## src/rtl/reg_file_sb.sv

```systemverilog
`default_nettype none
// +-----------------------------------------------------------------------------+
// | reg_file_sb: integer register file with write-through bypass and a          |
// | per-register in-flight write scoreboard for RAW/WAW hazard tracking.        |
// | Revision: 1.0                                                               |
// +-----------------------------------------------------------------------------+
module reg_file_sb #(
  parameter int          XLEN    = 32,
  parameter int          AW      = 5,
  parameter int          PEND_W  = 2,
  parameter int          SP_IDX  = 2,
  parameter int unsigned SP_INIT = 128
) (
  input  logic            clk,
  input  logic            rst,
  input  logic [AW-1:0]   rs1,
  input  logic [AW-1:0]   rs2,
  output logic [XLEN-1:0] read_rs1_data,
  output logic [XLEN-1:0] read_rs2_data,
  output logic            rs1_busy,
  output logic            rs2_busy,
  input  logic            issue_valid,
  input  logic [AW-1:0]   issue_rd,
  output logic            issue_full,
  input  logic            write_reg,
  input  logic [AW-1:0]   target_reg,
  input  logic [XLEN-1:0] write_rd_data,
  input  logic            flush,
  output logic [AW:0]     pending_count
);

  localparam int              c_NREGS   = 2**AW;
  localparam logic [PEND_W-1:0] c_CNT_MAX = '1;
  localparam logic [PEND_W-1:0] c_ONE     = PEND_W'(1);

  logic [XLEN-1:0]   r_regs    [c_NREGS];
  logic [PEND_W-1:0] r_cnt     [c_NREGS];
  logic [PEND_W-1:0] w_cnt_nxt [c_NREGS];
  logic [AW:0]       w_pend;

  always_ff @(posedge clk or posedge rst) begin
    if (rst) begin
      for (int i = 0; i < c_NREGS; i++) begin
        r_regs[i] <= (i == SP_IDX) ? XLEN'(SP_INIT) : '0;
        r_cnt[i]  <= '0;
      end
    end else begin
      if (write_reg && (target_reg != '0)) begin
        r_regs[target_reg] <= write_rd_data;
      end
      for (int i = 1; i < c_NREGS; i++) begin
        r_cnt[i] <= w_cnt_nxt[i];
      end
    end
  end

  // Simultaneous inc and dec cancel; a saturated counter drops the issue.
  always_comb begin
    for (int i = 0; i < c_NREGS; i++) begin
      w_cnt_nxt[i] = r_cnt[i];
    end
    for (int i = 1; i < c_NREGS; i++) begin
      if (flush) begin
        w_cnt_nxt[i] = '0;
      end else begin
        case ({issue_valid && (issue_rd == AW'(i)) && (r_cnt[i] != c_CNT_MAX),
               write_reg && (target_reg == AW'(i)) && (r_cnt[i] != '0)})
          2'b10:   w_cnt_nxt[i] = r_cnt[i] + c_ONE;
          2'b01:   w_cnt_nxt[i] = r_cnt[i] - c_ONE;
          default: w_cnt_nxt[i] = r_cnt[i];
        endcase
      end
    end
  end

  always_comb begin
    w_pend = '0;
    for (int i = 1; i < c_NREGS; i++) begin
      w_pend = w_pend + {{AW{1'b0}}, (r_cnt[i] != '0)};
    end
  end

  assign pending_count = w_pend;

  always_comb begin
    read_rs1_data = r_regs[rs1];
    if (rs1 == '0) begin
      read_rs1_data = '0;
    end else if (write_reg && (target_reg == rs1)) begin
      read_rs1_data = write_rd_data;
    end
    read_rs2_data = r_regs[rs2];
    if (rs2 == '0) begin
      read_rs2_data = '0;
    end else if (write_reg && (target_reg == rs2)) begin
      read_rs2_data = write_rd_data;
    end
  end

  // Busy drops early when the last outstanding write is being bypassed now.
  assign rs1_busy = (rs1 != '0) && (r_cnt[rs1] != '0) &&
                    !(write_reg && (target_reg == rs1) && (r_cnt[rs1] == c_ONE));
  assign rs2_busy = (rs2 != '0) && (r_cnt[rs2] != '0) &&
                    !(write_reg && (target_reg == rs2) && (r_cnt[rs2] == c_ONE));

  assign issue_full = (issue_rd != '0) && (r_cnt[issue_rd] == c_CNT_MAX);

endmodule
`default_nettype wire

```

## config.mk

```make
export PLATFORM = sky130hd
export DESIGN_NAME = reg_file_sb
export DESIGN_NICKNAME = d
export VERILOG_FILES = /design/src/rtl/reg_file_sb.sv
export SDC_FILE = /design/constraint.sdc
export NUM_CORES = 2
export LEC_CHECK = 0
export CORE_UTILIZATION = 58
export DETAILED_ROUTE_END_ITERATION = 8
export PLACE_DENSITY_LB_ADDON = 0.3
export SYNTH_ARGS = -nofsm -noshare
export SYNTH_HDL_FRONTEND = slang
export SYNTH_SLANG_ARGS = --single-unit
```

## constraint.sdc

```tcl
create_clock -name clk -period 95.7 [get_ports clk]
set_input_delay 23.925 -clock clk [delete_from_list [all_inputs] [get_ports clk]]
set_output_delay 23.925 -clock clk [all_outputs]
set_load 0.01 [all_outputs]
```

# ---- Word-level counts from Yosys, hierarchy flattened
# Index checks and enable logic that the tools add are counted.
dict set report word_totals {
  reg_bits 1086
  out_inout_bits 73
  word_cells 615
  in_bits 57
}
dict set report classes {
  order_cmp 5
  eq_ne 160
  bitwise_logic 4
  n_addsub 92
  muxes 84
  reduce_logical 207
}
# operator n
set op_table {}
lappend op_table {{1024-bit bitwise mux} 1}
lappend op_table {{32-bit binary-select mux with 5-bit select} 2}
lappend op_table {{32-bit 2-to-1 mux} 9}
lappend op_table {{32-bit demux with 5-bit select} 1}
lappend op_table {{5-bit equality test (second input constant)} 32}
lappend op_table {{6-bit by 1-bit adder with 6-bit output} 25}
lappend op_table {{1-bit logical AND} 135}
lappend op_table {{2-bit one-hot mux with 2 select lines} 31}
lappend op_table {{3-bit nonzero test} 31}
lappend op_table {{5-bit by 4-bit equality test with 1-bit output (second input constant)} 16}
lappend op_table {{2-bit 2-to-1 mux} 37}
lappend op_table {{2-bit by 1-bit equality test with 1-bit output (second input constant)} 33}
lappend op_table {{2-bit nonzero test} 33}
lappend op_table {{2-bit equality test (second input constant)} 32}
lappend op_table {{2-bit by 1-bit adder with 2-bit output (second input constant)} 31}
lappend op_table {{2-bit inequality test (second input constant)} 31}
lappend op_table {{2-bit by 1-bit subtractor with 2-bit output (second input constant)} 31}
lappend op_table {{5-bit by 3-bit equality test with 1-bit output (second input constant)} 8}
lappend op_table {{2-bit binary-select mux with 5-bit select} 3}
lappend op_table {{6-bit greater-or-equal comparator (second input constant)} 4}
lappend op_table {{5-bit inverter with 6-bit output} 4}
lappend op_table {{5-bit by 2-bit equality test with 1-bit output (second input constant)} 4}
lappend op_table {{5-bit nonzero test} 4}
lappend op_table {{5-bit by 1-bit equality test with 1-bit output (second input constant)} 2}
lappend op_table {{9 further kinds} 12}

# ---- Logic depth before layout (Yosys ltp)
dict set report logic_depth {
  ltp_word 31
  ltp_mapped 16
  mapped_depth_nobuf 16
}

# ---- Worst setup path before layout
# No wires, ideal clock.
dict set report synth_timing {
  path_type {input-to-output}
  start {input rs2[0]}
  end {output read_rs2_data[25]}
  arrival_ns 25.642
  t_required_ns 71.775
  path_buffers 3
  cell_stages 7
  slack_ns 46.133
  path_cell_list {buf_2 buf_2 buf_2 mux4_2 a22oi_1 nand3_1 o221a_2}
}
dict set report synth_between {
  elab_chain_cells 6
  elab_cells_between_ends 9
  cone_classes {1 x eq/ne; 5 x mux; 1 x bitwise; 2 x reduce/logical}
}
# item line
set synth_rtl {}
lappend synth_rtl {{start: declaration} 17} ;# input logic [AW-1:0] rs2,
lappend synth_rtl {{5-bit inverter with 6-bit output (not written as such)} 92} ;# read_rs2_data = r_regs[rs2];
lappend synth_rtl {{32-bit binary-select mux with 5-bit select} 92}
lappend synth_rtl {{32-bit 2-to-1 mux (not written as such) (2 in a row)} 92}
lappend synth_rtl {{32-bit 2-to-1 mux} 95} ;# end else if (write_reg && (target_reg == rs2)) begin
lappend synth_rtl {{32-bit 2-to-1 mux *} 93} ;# if (rs2 == '0) begin
lappend synth_rtl {{end: declaration} 19} ;# output logic [XLEN-1:0] read_rs2_data,
# Mark *: on every way between the ends. The rest lies on a longest branch, timed or not. The select of a mux whose other input is x is not followed.

# ---- Worst setup path in the final report
dict set report layout_timing {
  start {input rs2[1]}
  end {output read_rs2_data[17]}
}
# Same word-level chain as after synthesis.

==> metrics.yaml <==
drt:
  antenna_left: 0
  drc_errors: 0
  route.vias.total: 41190
  initialDrtViolationCount: 4935
  wl_per_cell_um: 32.20
  drt-pass1-iter-count: 6
  drt_wl_total_um: 183100
  viasPerCell: 7.243
finish:
  fill_cells: 7596
  mostFrequentLayoutCell: "dfrtp_1"
  final_area_sq_mm: 0.06699
  multi_input_area_sq_mm: 0.03194
  area_growth_pct: 8.894
  finalCoreUtilization: 0.6364
  drive_above_1_share: 0.4204
  nNetsFinal: 4290
  seq_area_sq_mm: 0.02718
  antenna_cells: 0
  most-common-layout-cells: "dfrtp_1, mux2_2, mux4_2"
  stdcell_count: 5687
cts:
  cts_resized: 0
  cts-root-buf: "clkbuf_16"
  cts_tree: "built"
  clkTransAtPathRegs_ns: 0.06
  cts-htree-levels: 3
  hold_buffers: 0
  numClockSinks: 1086
  cts_buffers: 115
  insertion_delay_ns: 0.72
  post-cts-setup-buffers: 0
  clockBufferDepth: 3
sta:
  setup_violations: 0
  relSlewSlack: 0.1847
  min_period_ns: 52.40
  skew_ns: 0.006783
  fin_crit_sh: 0.5475
  tns_ns: 0
  fmax_mhz: 19.09
  final_max_slew_viol_count: 0
  finalHoldViolCount: 0
  rsz0062_at_grt: "no"
  worst_pin_slew_ns: 1.219
pwr:
  power_switching_mw: 0.3610
  power.total_mw: 1.337
  p_comb_frac: 0.202
  internal_power_mw: 0.9762
  swShare: 0.2700
  power_frac_clock: 0.346
  seqPwrFrac: 0.452
  peakVddDrop_mv: 0.02475
  p_leak_nw: 29.29
  pwr_density_cell_mw_per_mm2: 19.96
worst_setup_path:
  slowest_stage: "buf_4"
  worstPathRequired_ns: 71.78
  cp-startpoint: "rs2[1]"
  cp_max_fo: 66
  crit_path_max_incr_delay_ns: 0.81
  end_kind: "primary output"
  cp_cell_sequence: "buf_8 > buf_4 > buf_4 > buf_4 > mux4_2 > a22oi_1 > nand3_1 > o221a_2 > clkdlybuf4s50_1"
  critPathBufInv: 5
  r2r_start: "r_cnt[33]$_DFFE_PP0P_"
  cpLargestDelayFamily: "buffers and inverters"
  r2r_slack_ns: 94.26
  path_class: "primary input to primary output"
  start_kind: "primary input"
  cpMostUsedCell: "buf_4"
  cp.arrival_ns: 28.47
floorplanning:
  initial_core_util: 0.5844
  core_area_sq_mm: 0.1053
  rows: 119
  ios: 130
  die_w_um: 327.7
  die_area_sq_mm: 0.1074
  die_y_um: 327.7
flow_run:
  maxCapViolCount: 0
outcome:
  outcome: "completed"
synth:
  netlist_instances: 4337
  syn-mean-instance-area_sq_um: 14.18
  synth-edff-count: 0
  yosys_most_used_dff: "dfrtp_1"
  syn_nets: 4424
  yosysSeqAreaShare: 0.4418
  netlist_area_sq_mm: 0.06152
  synthArstFlopShare: 1.000
  synthDistinctLibCells: 68
  ys_warn_count: 2
  yosys_register_bits: 1086
hold_path:
  hp-start: "r_regs[1003]$_DFFE_PP0P_"
  hold_path.class: "flip-flop to flip-flop"
global_route:
  grt_pass1_vias: 41630
  gr-total-overflow: 0
  grt_max_degree: 172
  track_usage: 0.3464
  grt_pass1_wl_um: 275400
  antenna_found_initial: 3
place:
  dpl_cell_area_sq_mm: 0.06307
  hpwl_um: 98240
  dpl.cell_count: 5477
  gp_congestion: 0.8873
  port_buffers: 129
[Yosys cell counts, drive strengths merged (13+ instances only)]
cell / count / share of area
or2: 27 / 0.0027
fa: 23 / 0.0075
nor2: 114 / 0.0072
buf: 174 / 0.017
inv: 36 / 0.0022
a22o: 31 / 0.0044
o21ai: 68 / 0.0055
a21o: 13 / 0.0016
mux4: 508 / 0.19
a22oi: 67 / 0.0082
mux2: 997 / 0.18
nand2: 93 / 0.0057
dfrtp: 1085 / 0.44
mux2i: 219 / 0.036
o31ai: 24 / 0.0029
clkbuf: 296 / 0.023
nand3: 88 / 0.0072
a211oi: 18 / 0.0022
o22ai: 96 / 0.0098
a21oi: 87 / 0.0071
nor3b: 18 / 0.0024
o221a: 32 / 0.0059
nor3: 92 / 0.0075
[power by group through the flow]
stage	logic, mW	clock network (mW)	registers (mW)
3_3_place_gp	0.261	0	0.602
4_1_cts	0.270	0.467	0.601
3_5_place_dp	0.269	0	0.608
2_1_floorplan	0.213	0	0.589
5_1_grt	0.288	0.484	0.614
6_report	0.270	0.463	0.604
[logic make-up (layout without fill, tap and decap cells)]
family	count (synthesis)	count (layout)	synth area share
mux	1724	1724	0.4108
compound gates	475	475	0.05307
simple gates	494	494	0.04023
xor+xnor	13	13	0.001851
flops	1086	1086	0.4418
fa+ha+maj	30	30	0.008909
buf+inv	515	474	0.04336
[per-stage QoR]
stage	hold slack [ns]	setup WS, ns
detailed placement	0.3805	43.43
global placement	0.3736	43.47
global route	0.4042	43.24
CTS	0.3936	43.42
floorplan	0.4385	41.20
finish	0.3937	43.30
[registers in the layout, indices dropped and copies added, names as in the netlist]
name    cells
r_regs   1024
r_cnt      62
[path summary, 6_finish.rpt]
kind,end,cells past startpoint
max,read_rs2_data[17],9
min,r_regs[1003]$_DFFE_PP0P_,0
max reg2reg,r_cnt[32]$_DFFE_PP0P_,3
min reg2reg,r_regs[1003]$_DFFE_PP0P_,0
max in group asynchronous,r_regs[163]$_DFFE_PP0P_,5
min in group asynchronous,r_regs[1013]$_DFFE_PP0P_,2
[metal layers]
layer / vias to the layer above / GRT usage / wire length, um
met1: 21770 / 0.4886 / 72960
met2: 2428 / 0.5159 / 83000
li1: 16520 / - / -
met3: 466 / 0.08901 / 19140
met5: - / 0 / 23
met4: 4 / 0.1413 / 7986
[worst register-to-register path: cells and delay by family (launching register included)]
family / cells / cell delay (ns)
DFF: 1 / 0.45
AOI/OAI and AO/OA: 2 / 0.39
and+or+nand+nor: 1 / 0.43
[cell type report]
type                       instances  area share
inverter                          36    0.002129
tap                             1391     0.02598
timing repair buffer             228     0.03102
clock buffer                     179     0.05239
sequential                      1086      0.4057
multi-input combinational       2736      0.4767
clock inverter                    31    0.006014
(Power assumes the default switching activity.)
